[src/rtl/vga_frame_capture.sv]
// rtl/vga_frame_capture.sv - VGA stream receiver writing a row-major frame window to RAM (FRAME_DECIM_EN: 2:1 decimation)
module vga_frame_capture #(
   parameter int H_START = 144,
   parameter int V_START = 35,
   parameter int X_OFF   = 0,
   parameter int Y_OFF   = 0,
   parameter int IMG_W   = 160,
   parameter int IMG_H   = 120,
   parameter int ADDR_W  = 19
) (
   input  logic              clk,
   input  logic              reset_n,
   input  logic              pix_en,
   input  logic              hsync_n,
   input  logic              vsync_n,
   input  logic [7:0]        pixel_in,
   input  logic              start,
   output logic              busy,
   output logic              done,
   output logic              frame_err,
   output logic              wren,
   output logic [ADDR_W-1:0] waddr,
   output logic [7:0]        wdata,
   output logic [7:0]        frame_count
);

   localparam int CNT_W = 12;
`ifdef FRAME_DECIM_EN
   localparam int SPAN_W = 2 * IMG_W;
   localparam int SPAN_H = 2 * IMG_H;
`else
   localparam int SPAN_W = IMG_W;
   localparam int SPAN_H = IMG_H;
`endif
   localparam logic [CNT_W-1:0]  X_LO      = CNT_W'(H_START + X_OFF);
   localparam logic [CNT_W-1:0]  X_HI      = CNT_W'(H_START + X_OFF + SPAN_W);
   localparam logic [CNT_W-1:0]  Y_LO      = CNT_W'(V_START + Y_OFF);
   localparam logic [CNT_W-1:0]  Y_HI      = CNT_W'(V_START + Y_OFF + SPAN_H);
   localparam logic [ADDR_W-1:0] LAST_ADDR = ADDR_W'(IMG_W * IMG_H - 1);

   typedef enum logic [1:0] {S_IDLE, S_ARM, S_CAPTURE, S_DONE} state_t;

   state_t            r_state;
   logic              r_prev_hs;
   logic              r_prev_vs;
   logic [CNT_W-1:0]  r_h_cnt;
   logic [CNT_W-1:0]  r_v_cnt;
   logic [ADDR_W-1:0] r_addr;
   logic              r_done;
   logic              r_frame_err;
   logic              r_wren;
   logic [ADDR_W-1:0] r_waddr;
   logic [7:0]        r_wdata;
   logic [7:0]        r_frame_count;

   logic              w_hs_fall;
   logic              w_vs_fall;
   logic [CNT_W-1:0]  w_h_nxt;
   logic [CNT_W-1:0]  w_v_nxt;
   logic              w_in_rect;
   logic              w_in_win;

   // Sync edges only exist on pixel strobes; the sampled pixel carries the updated counter values,
   // so the pixel on which hsync falls is h=0 and the line on which vsync falls is v=0.
   assign w_hs_fall = pix_en & r_prev_hs & ~hsync_n;
   assign w_vs_fall = pix_en & r_prev_vs & ~vsync_n;
   assign w_h_nxt   = w_hs_fall ? '0 : ((&r_h_cnt) ? r_h_cnt : r_h_cnt + 1'b1);
   assign w_v_nxt   = w_vs_fall ? '0 : (w_hs_fall ? r_v_cnt + 1'b1 : r_v_cnt);
   assign w_in_rect = pix_en && (w_h_nxt >= X_LO) && (w_h_nxt < X_HI)
                             && (w_v_nxt >= Y_LO) && (w_v_nxt < Y_HI);
`ifdef FRAME_DECIM_EN
   assign w_in_win  = w_in_rect & ~(w_h_nxt[0] ^ X_LO[0]) & ~(w_v_nxt[0] ^ Y_LO[0]);
`else
   assign w_in_win  = w_in_rect;
`endif

   assign busy        = (r_state == S_ARM) || (r_state == S_CAPTURE);
   assign done        = r_done;
   assign frame_err   = r_frame_err;
   assign wren        = r_wren;
   assign waddr       = r_waddr;
   assign wdata       = r_wdata;
   assign frame_count = r_frame_count;

   // Raster position tracking, frozen while pix_en is low
   always_ff @(posedge clk or negedge reset_n) begin
      if (!reset_n) begin
         r_prev_hs <= 1'b1;
         r_prev_vs <= 1'b1;
         r_h_cnt   <= '0;
         r_v_cnt   <= '0;
      end else if (pix_en) begin
         r_prev_hs <= hsync_n;
         r_prev_vs <= vsync_n;
         r_h_cnt   <= w_h_nxt;
         r_v_cnt   <= w_v_nxt;
      end
   end

   // Capture FSM with registered write port and status outputs
   always_ff @(posedge clk or negedge reset_n) begin
      if (!reset_n) begin
         r_state       <= S_IDLE;
         r_addr        <= '0;
         r_done        <= 1'b0;
         r_frame_err   <= 1'b0;
         r_wren        <= 1'b0;
         r_waddr       <= '0;
         r_wdata       <= '0;
         r_frame_count <= '0;
      end else begin
         r_wren <= 1'b0;
         r_done <= 1'b0;
         case (r_state)
            S_IDLE: begin
               if (start) begin
                  r_state     <= S_ARM;
                  r_frame_err <= 1'b0;
                  r_addr      <= '0;
               end
            end
            S_ARM: begin
               if (w_vs_fall) r_state <= S_CAPTURE;
            end
            S_CAPTURE: begin
               if (w_vs_fall) begin
                  // frame ended early: abandon without done
                  r_frame_err <= 1'b1;
                  r_state     <= S_IDLE;
               end else if (w_in_win) begin
                  r_wren  <= 1'b1;
                  r_wdata <= pixel_in;
                  r_waddr <= r_addr;
                  r_addr  <= r_addr + 1'b1;
                  if (r_addr == LAST_ADDR) r_state <= S_DONE;
               end
            end
            S_DONE: begin
               r_done        <= 1'b1;
               r_frame_count <= r_frame_count + 1'b1;
               r_state       <= S_IDLE;
            end
            default: r_state <= S_IDLE;
         endcase
      end
   end

endmodule

[config.mk]
export PLATFORM = sky130hd
export DESIGN_NAME = vga_frame_capture
export DESIGN_NICKNAME = d
export VERILOG_FILES = /design/src/rtl/vga_frame_capture.sv
export SDC_FILE = /design/constraint.sdc
export NUM_CORES = 1
export LEC_CHECK = 0
export CAP_MARGIN = 20
export CORE_ASPECT_RATIO = 1.4
export CORE_MARGIN = 5
export CORE_UTILIZATION = 50
export CTS_CLUSTER_DIAMETER = 150
export CTS_CLUSTER_SIZE = 28
export DETAILED_ROUTE_END_ITERATION = 10
export DONT_BUFFER_PORTS = 1
export GPL_TIMING_DRIVEN = 0
export MAX_ROUTING_LAYER = met4
export PLACE_DENSITY = 0.68
export SYNTH_ARGS = -nofsm -noshare
export SYNTH_HDL_FRONTEND = slang
export SYNTH_SLANG_ARGS = --single-unit
[constraint.sdc]
create_clock -name clk -period 2.7 [get_ports clk]
set_clock_uncertainty 0.15 [all_clocks]
set_input_delay 0.54 -clock clk [delete_from_list [all_inputs] [get_ports clk]]
set_output_delay 0.54 -clock clk [all_outputs]
set_load 0.1 [all_outputs]
==> summary.md <==
| Metric | Value |
|---|---|
| Fin. max-slew vios | `0` |
| Maxcap violations | `0` |
| Fillers | `674` |
| Synth area leaders | `dfrtp_1 (47%), mux2_4 (6.5%), nand2_1 (3.7%), or4_1 (2.7%), nand3_1 (2.5%)` |
| # diodes | `0` |
| Footprint of the multi-input gates | `~0.0024 sq mm` |
| DIE AREA | `between 0.01 and 0.015 sq mm` |
| Layout cells sized above 1 | `0.2851` |
| Fin. Hold Viols | `0` |
| Clock power share | `0.336` |
| Sequential-to-total area share from yosys stat | `0.4823` |
| Internal power | `roughly 2.5 mW` |
| Number of global-route vias before repair | `3312` |
| Routed WL per cell | `between 15 and 20 um` |
| Area growth syn-to-layout | `20.71%` |
| Die height | `121.2 um` |
| Initial core utilization | `0.5129` |
| Total power | `about 4 mW` |
| Net Sw Frac | `0.3721` |
| Fin crit period | `~3.0 ns` |
| Library cells used by synthesis | `60` |
| CTS Sinks | `between 80 and 90` |
| Storage cell area | `0.002138 sq mm` |
| Crit path max-delay family | `simple AND/OR/NAND/NOR gates` |
| Worst Hold Class | `primary input to register` |
| Initial antenna violation count | `0` |
| Number of DRC markers in iteration 0 | `about 130` |
| Largest net degree at the start of global routing | `86` |
| Tightest Pin Transition | `about 1.0 ns` |
| Non-filler cells, final | `540` |
| Critical path data required time | `around 2.8 ns` |
| H-tree Lvls | `3` |
| Die width | `roughly 89 um` |
| Final GP Congestion | `between 0.8 and 0.9` |
| Syn nets | `roughly 420` |
| Setup ws final | `-0.2920 ns` |
| Reg clk slew, reported paths | `around 0.06 ns` |
| Yosys warning count | `0` |
| Detail Route Antenna Nets | `0` |
| Crit path capture type | `register` |
| Nets@finish | `~450` |
| I/O Pins | `between 50 and 60` |
| Crit-path max cell delay | `roughly 0.53 ns` |
| Vias/cell | `between 6 and 7` |
| CP Max Fanout | `10` |
| Asr flop ratio synth | `1.000` |
| Final Core Density | `0.6192` |
| DP HPWL | `6831 um` |
| CP bufs+invs | `3` |
| Root buffer cell | `clkbuf_16` |
| Reg power frac | `0.471` |
| Dominant synthesized flop cell | `dfrtp_1` |
| Commonest non-fill, non-tap cell in the layout | `dfrtp_1` |
| Syn Inst Count | `approximately 400` |
| CP Class | `register to register` |
| Crit share post-route | `1.108` |
| Core Region | `about 0.0086 sq mm` |
| Total global routing overflow | `0` |
| Clk buf depth | `2` |
| Comb power frac | `0.193` |
| Count of input and output buffers | `0` |
| Final setup violation count | `46` |
| Avg Cell Area, Syn | `between 10 and 15 sq um` |
| Peak supply drop | `slightly above 600 uV` |
| F_max | `between 300 and 400 MHz` |
| First-pass GRT wire length | `roughly 17000 um` |
| Slew HR | `0.3136` |
| Status | `finished, violations left` |
| Clock Latency Late Sink | `0.34 ns` |
| Dominant cell type by area after synthesis | `dfrtp_1` |
| Leak | `2.341 nW` |
| GR Util All Layers | `0.2066` |
| Routed vias | `between 3k and 4k` |
| CP most frequent cell | `buf_4` |
| Most frequent cells in the layout | `dfrtp_1 (76), nand2_1 (42), mux2_4 (23), nand3_1 (20), inv_1 (15)` |
| Synth Cell Area | `around 0.0044 sq mm` |
| Crit path DAT | `about 3.1 ns` |
| Crit-path cells | `nand4b_1 > buf_4 > or4_4 > a21oi_4 > o32a_1 > o22a_2 > nand4_4 > buf_4 > buf_6 > o211ai_1 > nand2_2` |
| Switch Pwr | `approximately 1.5 mW` |
| Placed Cells | `between 500 and 600` |
| CP max stage cell | `dfstp_2` |
| Failing checks | `setup timing` |
| CTS buffer count | `9` |
| Number of flops mapped to enable cells by yosys | `0` |
| RSZ-0062 raised after global routing | `yes` |
| Rows | `40` |
| Pwr dens | `742.8 mW/mm^2` |
| Routed wire length | `~10000 um` |
| CP Launch Type | `register` |
| CTS tree | `built` |
| Detailed-route DRC error count | `0` |
| Top-area cell type share of the netlist area | `0.4704` |
| Final TNS setup | `-12.18 ns` |
| Register bit total from synthesis | `85` |
| DR pass1 iterations | `4` |
[cells in the mapped netlist (all sizes together), types with 6 or more instances]
cell    instances
nor2           16
dfrtp          83
nor4            8
mux2           33
inv            15
or4            16
o211ai         14
buf             9
and3            7
nand3          24
o21ai          14
nand2          43
ha              8
xnor2           9
clkbuf          6
a21oi          16
xor2            6
nand4          14
nor3            7
[sequential cells by signal (all words and copies together) (netlist names)]
name / count
done: 1
frame_count: 8
frame_err: 1
r_addr: 19
r_h_cnt: 12
r_prev_hs: 1
r_prev_vs: 1
r_state: 2
r_v_cnt: 12
waddr: 19
wdata: 8
wren: 1
[power groups by stage]
stage | Sequential [mW] | Clock (mW) | Combinational [mW]
floorplan | 1.84 | 0 | 0.547
global placement | 1.87 | 0 | 0.642
detailed placement | 1.88 | 0 | 0.663
CTS | 1.86 | 1.36 | 0.723
global route | 1.88 | 1.41 | 0.848
finish | 1.86 | 1.33 | 0.765
[final timing paths]
kind                             start          end  slack (ns)  cells past startpoint
setup / recovery             r_prev_hs    r_addr[3]       -0.29                     11
hold / removal             pixel_in[5]     wdata[5]        0.19                      1
setup reg to reg             r_prev_hs    r_addr[3]       -0.29                     11
hold reg to reg            r_v_cnt[11]  r_v_cnt[11]        0.42                      2
max in group asynchronous      reset_n   r_h_cnt[1]        1.42                      2
min in group asynchronous      reset_n   r_v_cnt[8]        0.60                      2
[final cells by class]
cell class / instances / area share
well taps: 105 / 0.02465
multi-input cells: 287 / 0.4423
clock inverters: 6 / 0.01620
repair buffers: 17 / 0.03169
flip-flops and latches: 85 / 0.4012
clock buffers: 10 / 0.04484
inverters: 15 / 0.01056
plain buffers: 15 / 0.02864
[metrics by stage]
stage	cell area (sq um)	setup WS (ns)	hold WS [ns]
after CTS	5165	-0.3007	-0.2705
after detailed placement	4631	-0.5178	0.09954
after global placement	4631	-0.5146	0.09969
after global routing	5330	-0.4639	0.1827
after floorplan	4499	-0.1502	0.09441
final	5330	-0.2920	0.1913
[what timing repair did]
item                                    in CTS  in global routing
cloned                                       1                  0
setup buffers                                8                  6
pin swaps                                   25                  6
resized for setup                           35                 19
endpoints found under the hold margin       85                 85
endpoints found under the setup margin      49                 49
[routing by layer]
| metal | vias to the layer above | track usage | part of all wire |
|---|---|---|---|
| met5 | - | - | 0 |
| met4 | 0 | 0.07449 | 0.023 |
| met3 | 17 | 0.05571 | 0.045 |
| met2 | 67 | 0.3386 | 0.55 |
| met1 | 1647 | 0.2408 | 0.38 |
| li1 | 1546 | - | - |
[cells by family after synthesis]
kind of cell / count (synthesis) / share of synthesized area
flops: 85 / 0.4823
buf+inv: 30 / 0.03372
compound gates: 69 / 0.1100
simple gates: 160 / 0.2168
mux: 35 / 0.1048
xor+xnor: 15 / 0.02975
fa+ha+maj: 8 / 0.02267
Power figures use the tool's default switching activity.
